==> config.mk <==
export PLATFORM = sky130hd
export DESIGN_NAME = adex_param_stream_tx
export DESIGN_NICKNAME = d
export VERILOG_FILES = /design/src/rtl/adex_cfg_pkg.sv /design/src/rtl/adex_param_stream_tx.sv
export SDC_FILE = /design/constraint.sdc
export NUM_CORES = 1
export LEC_CHECK = 0
export ABC_AREA = 1
export BUFFER_PORTS_ARGS = -buffer_cell sky130_fd_sc_hd__buf_2
export CORE_MARGIN = 2
export CORE_UTILIZATION = 47
export CTS_BUF_LIST = sky130_fd_sc_hd__clkbuf_4 sky130_fd_sc_hd__clkbuf_8
export DETAILED_ROUTE_END_ITERATION = 16
export PLACE_DENSITY = 0.69
export SETUP_SLACK_MARGIN = 0.1
export SLEW_MARGIN = 10
export SYNTH_ARGS = -nofsm -noshare
export SYNTH_HDL_FRONTEND = slang
export SYNTH_SLANG_ARGS = --single-unit
==> constraint.sdc <==
create_clock -name clk -period 6.7 [get_ports clk]
set_clock_uncertainty 0.15 [all_clocks]
set_input_delay 1.005 -clock clk [delete_from_list [all_inputs] [get_ports clk]]
set_output_delay 1.005 -clock clk [all_outputs]
set_load 0.1 [all_outputs]
==> src/rtl/adex_cfg_pkg.sv <==
// adex_cfg_pkg: frame constants, param byte offsets, FSM states and nibble selection for the AdEx loader
package adex_cfg_pkg;
  localparam logic [3:0] FOOTER_NIB = 4'hF;
  localparam logic [3:0] HEADER_NIB = 4'h0;
  localparam int N_PARAMS = 8;
  localparam int N_STROBES = 18;
  localparam int DELTAT_OFS = 0;
  localparam int TAUW_OFS = 8;
  localparam int A_OFS = 16;
  localparam int B_OFS = 24;
  localparam int VRESET_OFS = 32;
  localparam int VT_OFS = 40;
  localparam int IBIAS_OFS = 48;
  localparam int C_OFS = 56;
  typedef enum logic [2:0] {IDLE, SETUP, STROBE_H, STROBE_L, HOLD, KILL_H, KILL_L} state_t;
  function automatic logic [3:0] nib_sel(input logic [63:0] p, input logic [4:0] k);
    logic [3:0] j;
    j = 4'(k - 5'd1);
    return k == 5'd0 ? HEADER_NIB : k >= 5'(N_STROBES - 1) ? FOOTER_NIB : p[{j[3:1], ~j[0], 2'b00} +: 4];
  endfunction
endpackage

==> src/rtl/adex_param_stream_tx.sv <==
// adex_param_stream_tx: nibble-serial frame transmitter (header, 16 data nibbles, footer) with abort/kill strobe
module adex_param_stream_tx
  import adex_cfg_pkg::*;
#(
  parameter int SETUP_CYC = 2,
  parameter int STROBE_HI = 2,
  parameter int STROBE_LO = 2,
  parameter int HOLD_CYC = 4
) (
  input  logic        clk,
  input  logic        reset,
  input  logic        start,
  input  logic        abort,
  input  logic [63:0] params,
  output logic        load_mode,
  output logic        load_enable,
  output logic [3:0]  nibble_out,
  output logic        busy,
  output logic        done,
  output logic        aborted
);
  state_t state, state_n;
  logic [7:0] phase, phase_n;
  logic [4:0] k, k_n;
  logic kill, kill_n, done_n, aborted_n;
  logic [63:0] shadow;
  logic hi_end, lo_end, last_k;
  assign hi_end = phase == 8'(STROBE_HI - 1);
  assign lo_end = phase == 8'(STROBE_LO - 1);
  assign last_k = k == 5'(N_STROBES - 1);
  always_ff @(posedge clk) begin
    if (reset) begin
      state <= IDLE;
      phase <= '0;
      k <= '0;
      kill <= 1'b0;
      done <= 1'b0;
      aborted <= 1'b0;
      shadow <= '0;
    end else begin
      state <= state_n;
      phase <= phase_n;
      k <= k_n;
      kill <= kill_n;
      done <= done_n;
      aborted <= aborted_n;
      if (state == IDLE && start) shadow <= params;
    end
  end
  always_comb begin
    state_n = state;
    phase_n = phase + 8'd1;
    k_n = k;
    kill_n = kill;
    done_n = 1'b0;
    aborted_n = 1'b0;
    case (state)
      IDLE: begin
        phase_n = '0;
        k_n = '0;
        kill_n = 1'b0;
        state_n = start ? SETUP : IDLE;
      end
      SETUP: if (phase == 8'(SETUP_CYC - 1)) begin
        state_n = STROBE_H;
        phase_n = '0;
      end
      STROBE_H: if (hi_end) begin
        state_n = STROBE_L;
        phase_n = '0;
      end
      STROBE_L: if (kill || lo_end) begin
        phase_n = '0;
        state_n = kill ? KILL_H : last_k ? HOLD : STROBE_H;
        k_n = (kill || last_k) ? k : k + 5'd1;
      end
      HOLD: if (phase == 8'(HOLD_CYC - 1)) begin
        state_n = IDLE;
        done_n = 1'b1;
      end
      KILL_H: if (hi_end) begin
        state_n = KILL_L;
        phase_n = '0;
      end
      KILL_L: if (lo_end) begin
        state_n = IDLE;
        aborted_n = 1'b1;
      end
      default: state_n = IDLE;
    endcase
    // Once the receiver waits for the footer only a zero-nibble strobe returns it to idle
    if (abort && !kill && state inside {SETUP, STROBE_H, STROBE_L, HOLD}) begin
      phase_n = '0;
      done_n = 1'b0;
      if (state != HOLD && !last_k) begin
        state_n = IDLE;
        aborted_n = 1'b1;
      end else begin
        kill_n = 1'b1;
        state_n = state == STROBE_H ? STROBE_L : KILL_H;
      end
    end
  end
  assign busy = state != IDLE;
  assign load_mode = busy && !kill;
  assign load_enable = state == STROBE_H || state == KILL_H;
  assign nibble_out = (state == STROBE_H || state == STROBE_L) && !kill ? nib_sel(shadow, k) : 4'h0;
endmodule

After elaboration in Yosys (flattened, before gate mapping)
Index checks and enable logic that the tools add are counted.
- flip-flop bits (word level): 83
- input port bits: 68
- output and inout bits: 9
- word-level logic and storage cells: 84
- add/subtract/negate cells: 3
- order comparisons: 1
- equal/unequal tests: 18
- shift-type cells: 1
- mux-type cells: 30
- bitwise logic cells: 2
- reductions and logical operators: 22
- operators by type and width (kind ; number):
    64-bit by 7-bit variable part select with 4-bit output ; 1
    3-bit 2-to-1 mux ; 11
    8-bit one-hot mux with 3 select lines ; 1
    3-bit one-hot mux with 7 select lines ; 1
    8-bit 2-to-1 mux ; 2
    4-bit 2-to-1 mux ; 3
    3-bit by 2-bit inequality test with 1-bit output (second input constant) ; 4
    5-bit 2-to-1 mux ; 2
    5-bit one-hot mux with 2 select lines ; 1
    3-bit equality test (second input constant) ; 3
    1-bit 2-to-1 mux ; 9
    3-bit inequality test (second input constant) ; 3
    8-bit by 1-bit adder with 8-bit output (second input constant) ; 1
    8-bit by 1-bit equality test with 1-bit output (second input constant) ; 1
    8-bit by 2-bit equality test with 1-bit output (second input constant) ; 1
    3-bit by 2-bit equality test with 1-bit output (second input constant) ; 2
    1-bit logical AND ; 6
    6-bit AND reduction ; 1
    3-bit OR reduction ; 2
    5-bit by 1-bit adder with 5-bit output (second input constant) ; 1
    5-bit equality test (second input constant) ; 1
    5-bit >= comparator (second input constant) ; 1
    5-bit zero test ; 1
    1-bit logical OR ; 4
    11 further kinds ; 14

Depth between registers and ports, before layout
- depth in word-level cells: 6
- depth in mapped cells: 13
- gate-level depth less buffers: 12

Worst setup path before layout
No wires, ideal clock.
- kind: register -> output
- start: register k[0]
- end: output nibble_out[0]
- arrival: 2402 ps
- required time: 5545 ps
- path slack: 3143 ps
- cell stages (with the launch flop): 13
- buffers on the path: 4
- cells stage by stage: dfxtp_1 buf_2 inv_2 buf_2 ha_1 buf_2 clkbuf_1 nand3_1 nand3_1 nand3_1 nand3_1 nand2_1 inv_1
- longest elaborated chain between the ends: 6
- elaborated cells on any way between the ends: 8
- those cells by class: 1 x add/sub; 1 x order compare; 1 x shift; 3 x mux; 1 x bitwise; 1 x reduce/logical
- RTL lines (element ; line ; RTL):
    start: declaration ; adex_param_stream_tx.sv:24 ; logic [4:0] k, k_n;
    start signal: assignment ; adex_param_stream_tx.sv:43 ; k <= k_n;
    4-bit by 1-bit subtractor with 4-bit output ; adex_cfg_pkg.sv:18 ; j = 4'(k - 5'd1);
    1-bit NOT ; adex_cfg_pkg.sv:19 ; return k == 5'd0 ? HEADER_NIB : k >= 5'(N_STROBES - 1) ? FOOTER_NIB : p[{j[3:1], ~j[0], 2'b00} +: 4];
    64-bit by 7-bit variable part select with 4-bit output ; adex_cfg_pkg.sv:19 ;
    4-bit 2-to-1 mux ; adex_cfg_pkg.sv:19 ;
    4-bit 2-to-1 mux * ; adex_cfg_pkg.sv:19 ;
    4-bit 2-to-1 mux * ; adex_param_stream_tx.sv:107 ; assign nibble_out = (state == STROBE_H || state == STROBE_L) && !kill ? nib_sel(shadow, k) : 4'h0;
    end: declaration ; adex_param_stream_tx.sv:17 ; output logic [3:0] nibble_out,
Mark *: on every way between the ends. The rest lies on a longest branch, timed or not.

Worst setup path in the final report
Same ends and word-level chain as after synthesis.

==> impl_metrics.json <==
{
  "postCtsHoldBufs": 0,
  "cts_buffer_depth": 2,
  "irDropWorstVdd_uv": 349,
  "worstSetupStartpointType": "register",
  "crit_slowest_cell": "ha_1",
  "routed_wire_length_per_instance_um": 13.3,
  "die_area_sq_um": 9730,
  "critical_path_required_ns": 5.54,
  "layout_cell_share_with_drive_strength_beyond_1_pct": 19.8,
  "power.density_nw_per_um2": 426,
  "slew_headroom_pct": 30.2,
  "measured_slew_at_the_worst_slew_check_pin_ns": 1.05,
  "vias_in_the_first_global_route": 3848,
  "die-width_um": 98.6,
  "syn_nets": 684,
  "most_common_cell_after_layout_fill_and_taps_aside": "nand2_1",
  "cts_setup_buffers": 0,
  "crit_path_cell_trace": "inv_2, ha_1, clkinv_1, nand3_1, nand3_1, nand3_1, nand3_1, nand2_1, inv_1, buf_2",
  "worst-r2r-setup-slack_ns": 4.25,
  "portBuffers": 76,
  "outcome": "completed",
  "maximum_number_of_pins_on_one_net_before_global_route_repair": 130,
  "route.antenna.remaining_nets": 0,
  "synth-seq-area-share_pct": 39.5,
  "worst_setup_path_end_kind": "output pin",
  "cts.root.buffer_cell": "clkbuf_8",
  "ys_ff_latch": 83,
  "final_min_period_over_clock_period_pct": 64.1,
  "ys.warnings.count": 0,
  "synth_top_cell_by_area": "dfxtp_1",
  "insertion_delay_ns": 0.35,
  "dp.final_hpwl_um": 7650,
  "finalHoldViolCount": 0,
  "tritoncts_clock_tree": "built",
  "fmaxAchievable_ghz": 0.233,
  "htree_num_levels": 3,
  "synth_area_sq_um": 4210,
  "gp_routability_congestion": 0.910,
  "synth.lib_cells_used.distinct": 32,
  "highest_cell_delay_on_the_worst_timing_path_ns": 0.58,
  "detail_route.iter0.violations": 210,
  "drt_first_pass_iters": 5,
  "antenna_found_initial": 0,
  "clk_transition_reported_paths_ns": 0.10,
  "avgSynthCellArea_sq_um": 6.90,
  "timing.max_cap.violations": 0,
  "die_h_um": 98.6,
  "numCtsBuffers": 9,
  "crit_arrival_ns": 3.14,
  "most_frequent_cells_in_the_layout": "nand2_1 (119), dfxtp_1 (83), inv_1 (82)",
  "rsz_0062_raised_after_global_routing": "false",
  "first_pass_grt_wire_length_um": 17500,
  "area.growth.synth_to_final_pct": 14.0,
  "start_util_pct": 48.2,
  "leakage_uw": 0.00222,
  "synthTopCellsByArea": "dfxtp_1 (39%), nand2_1 (11%), nand3_1 (9.2%)",
  "post_drt_via_cell_ratio": 5.10,
  "slew_viol_final": 0,
  "rows": 34,
  "place_ws_ns": 2.82,
  "critPathMostFrequentCell": "nand3_1",
  "synthesis.instances": 610,
  "pin_count": 77,
  "netlist.area_leader.share_pct": 39.5,
  "post-route-drc-count": 0,
  "cts-resized-gates": 0,
  "hp-class": "register to register",
  "cp_max_fo": 36,
  "globalRouteTotalUtil_pct": 22.1,
  "timing_worst_setup_path_type": "register to output pin",
  "period_minus_slack_ns": 4.29,
  "route.final.wire_length_um": 10400,
  "diodes": 0,
  "floorplan_core_area_sq_um": 8720,
  "via_count": 3978,
  "overflow": 0,
  "postLayoutSetupSlackWorst_ns": 2.41,
  "nets": 741,
  "setup_viol": 0,
  "cts.sink_count": 83,
  "setup_total_negative_slack_ns": 0
}
[power by group]
group / switching (uW) / internal (uW) / total [uW]
combinational: 714 / 292 / 1010
clock: 202 / 180 / 382
sequential: 45.3 / 612 / 658
[area by class of cell]
cell class                 instances  area, sq um
fill                             876         3920
inverter                          91          347
clock inverter                     7         81.3
timing repair buffer              79          403
multi-input combinational        403         2050
sequential                        83         1660
clock buffer                       9          124
tap                              108          135
[metrics by stage]
step | cells | power, uW | hold WS, ns | area, sq um | util [%]
floorplan | 610 | 1470 | 0.279 | 4210 | -
global placement | 764 | 1660 | 0.291 | 4590 | 52.7
detailed placement | 764 | 1670 | 0.294 | 4590 | 52.7
CTS | 780 | 2060 | 0.308 | 4800 | 55.0
global route | 780 | 2220 | 0.320 | 4800 | 55.0
finish | 780 | 2050 | 0.308 | 4800 | 55.0
[synthesized netlist by cell type]
cell      number
nand2_1      119
dfxtp_1       83
inv_1         82
nand3_1       77
a21oi_1       67
o21ai_0       63
buf_2         19
nor2_1        17
nor2_2        15
clkbuf_1      11
xor2_1         8
ha_1           6
inv_2          5
a21oi_2        4
o21ai_1        4
nand2_2        3
nand2_4        3
nand4_1        3
xnor2_1        3
clkinv_1       2
inv_4          2
nand3_2        2
nor3_1         2
nor4_1         2
a21boi_2       1
buf_4          1
buf_6          1
clkbuf_2       1
nor2_4         1
nor2_8         1
o21ai_2        1
o21bai_1       1
[critical path: cells and delay by family, from the launching register on]
family	cells	cell delay, ns
flip-flops	1	0.32
AND/OR/NAND/NOR	5	0.59
buffers and inverters	4	1.27
adder cells (fa/ha/maj)	1	0.58
[kinds of logic (layout without fill, tap and decap cells)]
kind of cell | after synthesis | count (layout) | share of synthesized area, %
and+or+nand+nor | 245 | 245 | 27.0
AOI/OAI and AO/OA | 141 | 141 | 17.4
buffers and inverters | 124 | 186 | 12.0
xor gates and xnor gates | 11 | 11 | 2.29
DFF | 83 | 83 | 39.5
adders and majority gates | 6 | 6 | 1.78
[state kept, by name, summed over array words and instances, names as in the netlist]
register / count
shadow: 64
k: 5
aborted: 1
phase: 8
kill: 1
state: 3
done: 1
[layer usage]
metal,track usage (%),routed length (um),vias to the layer above
li1,-,-,2073
met1,28.1,4730,1794
met2,37.9,5010,97
met3,3.69,487,14
met4,7.80,182,0
met5,0,0,-
[path summary, 6_finish.rpt]
path              start             to  depth (start not counted)
max reg2reg        k[0]           k[1]                          6
min reg2reg  shadow[63]     shadow[63]                          2
min          shadow[63]     shadow[63]                          2
max                k[0]  nibble_out[0]                         10
Power figures use the tool's default switching activity.
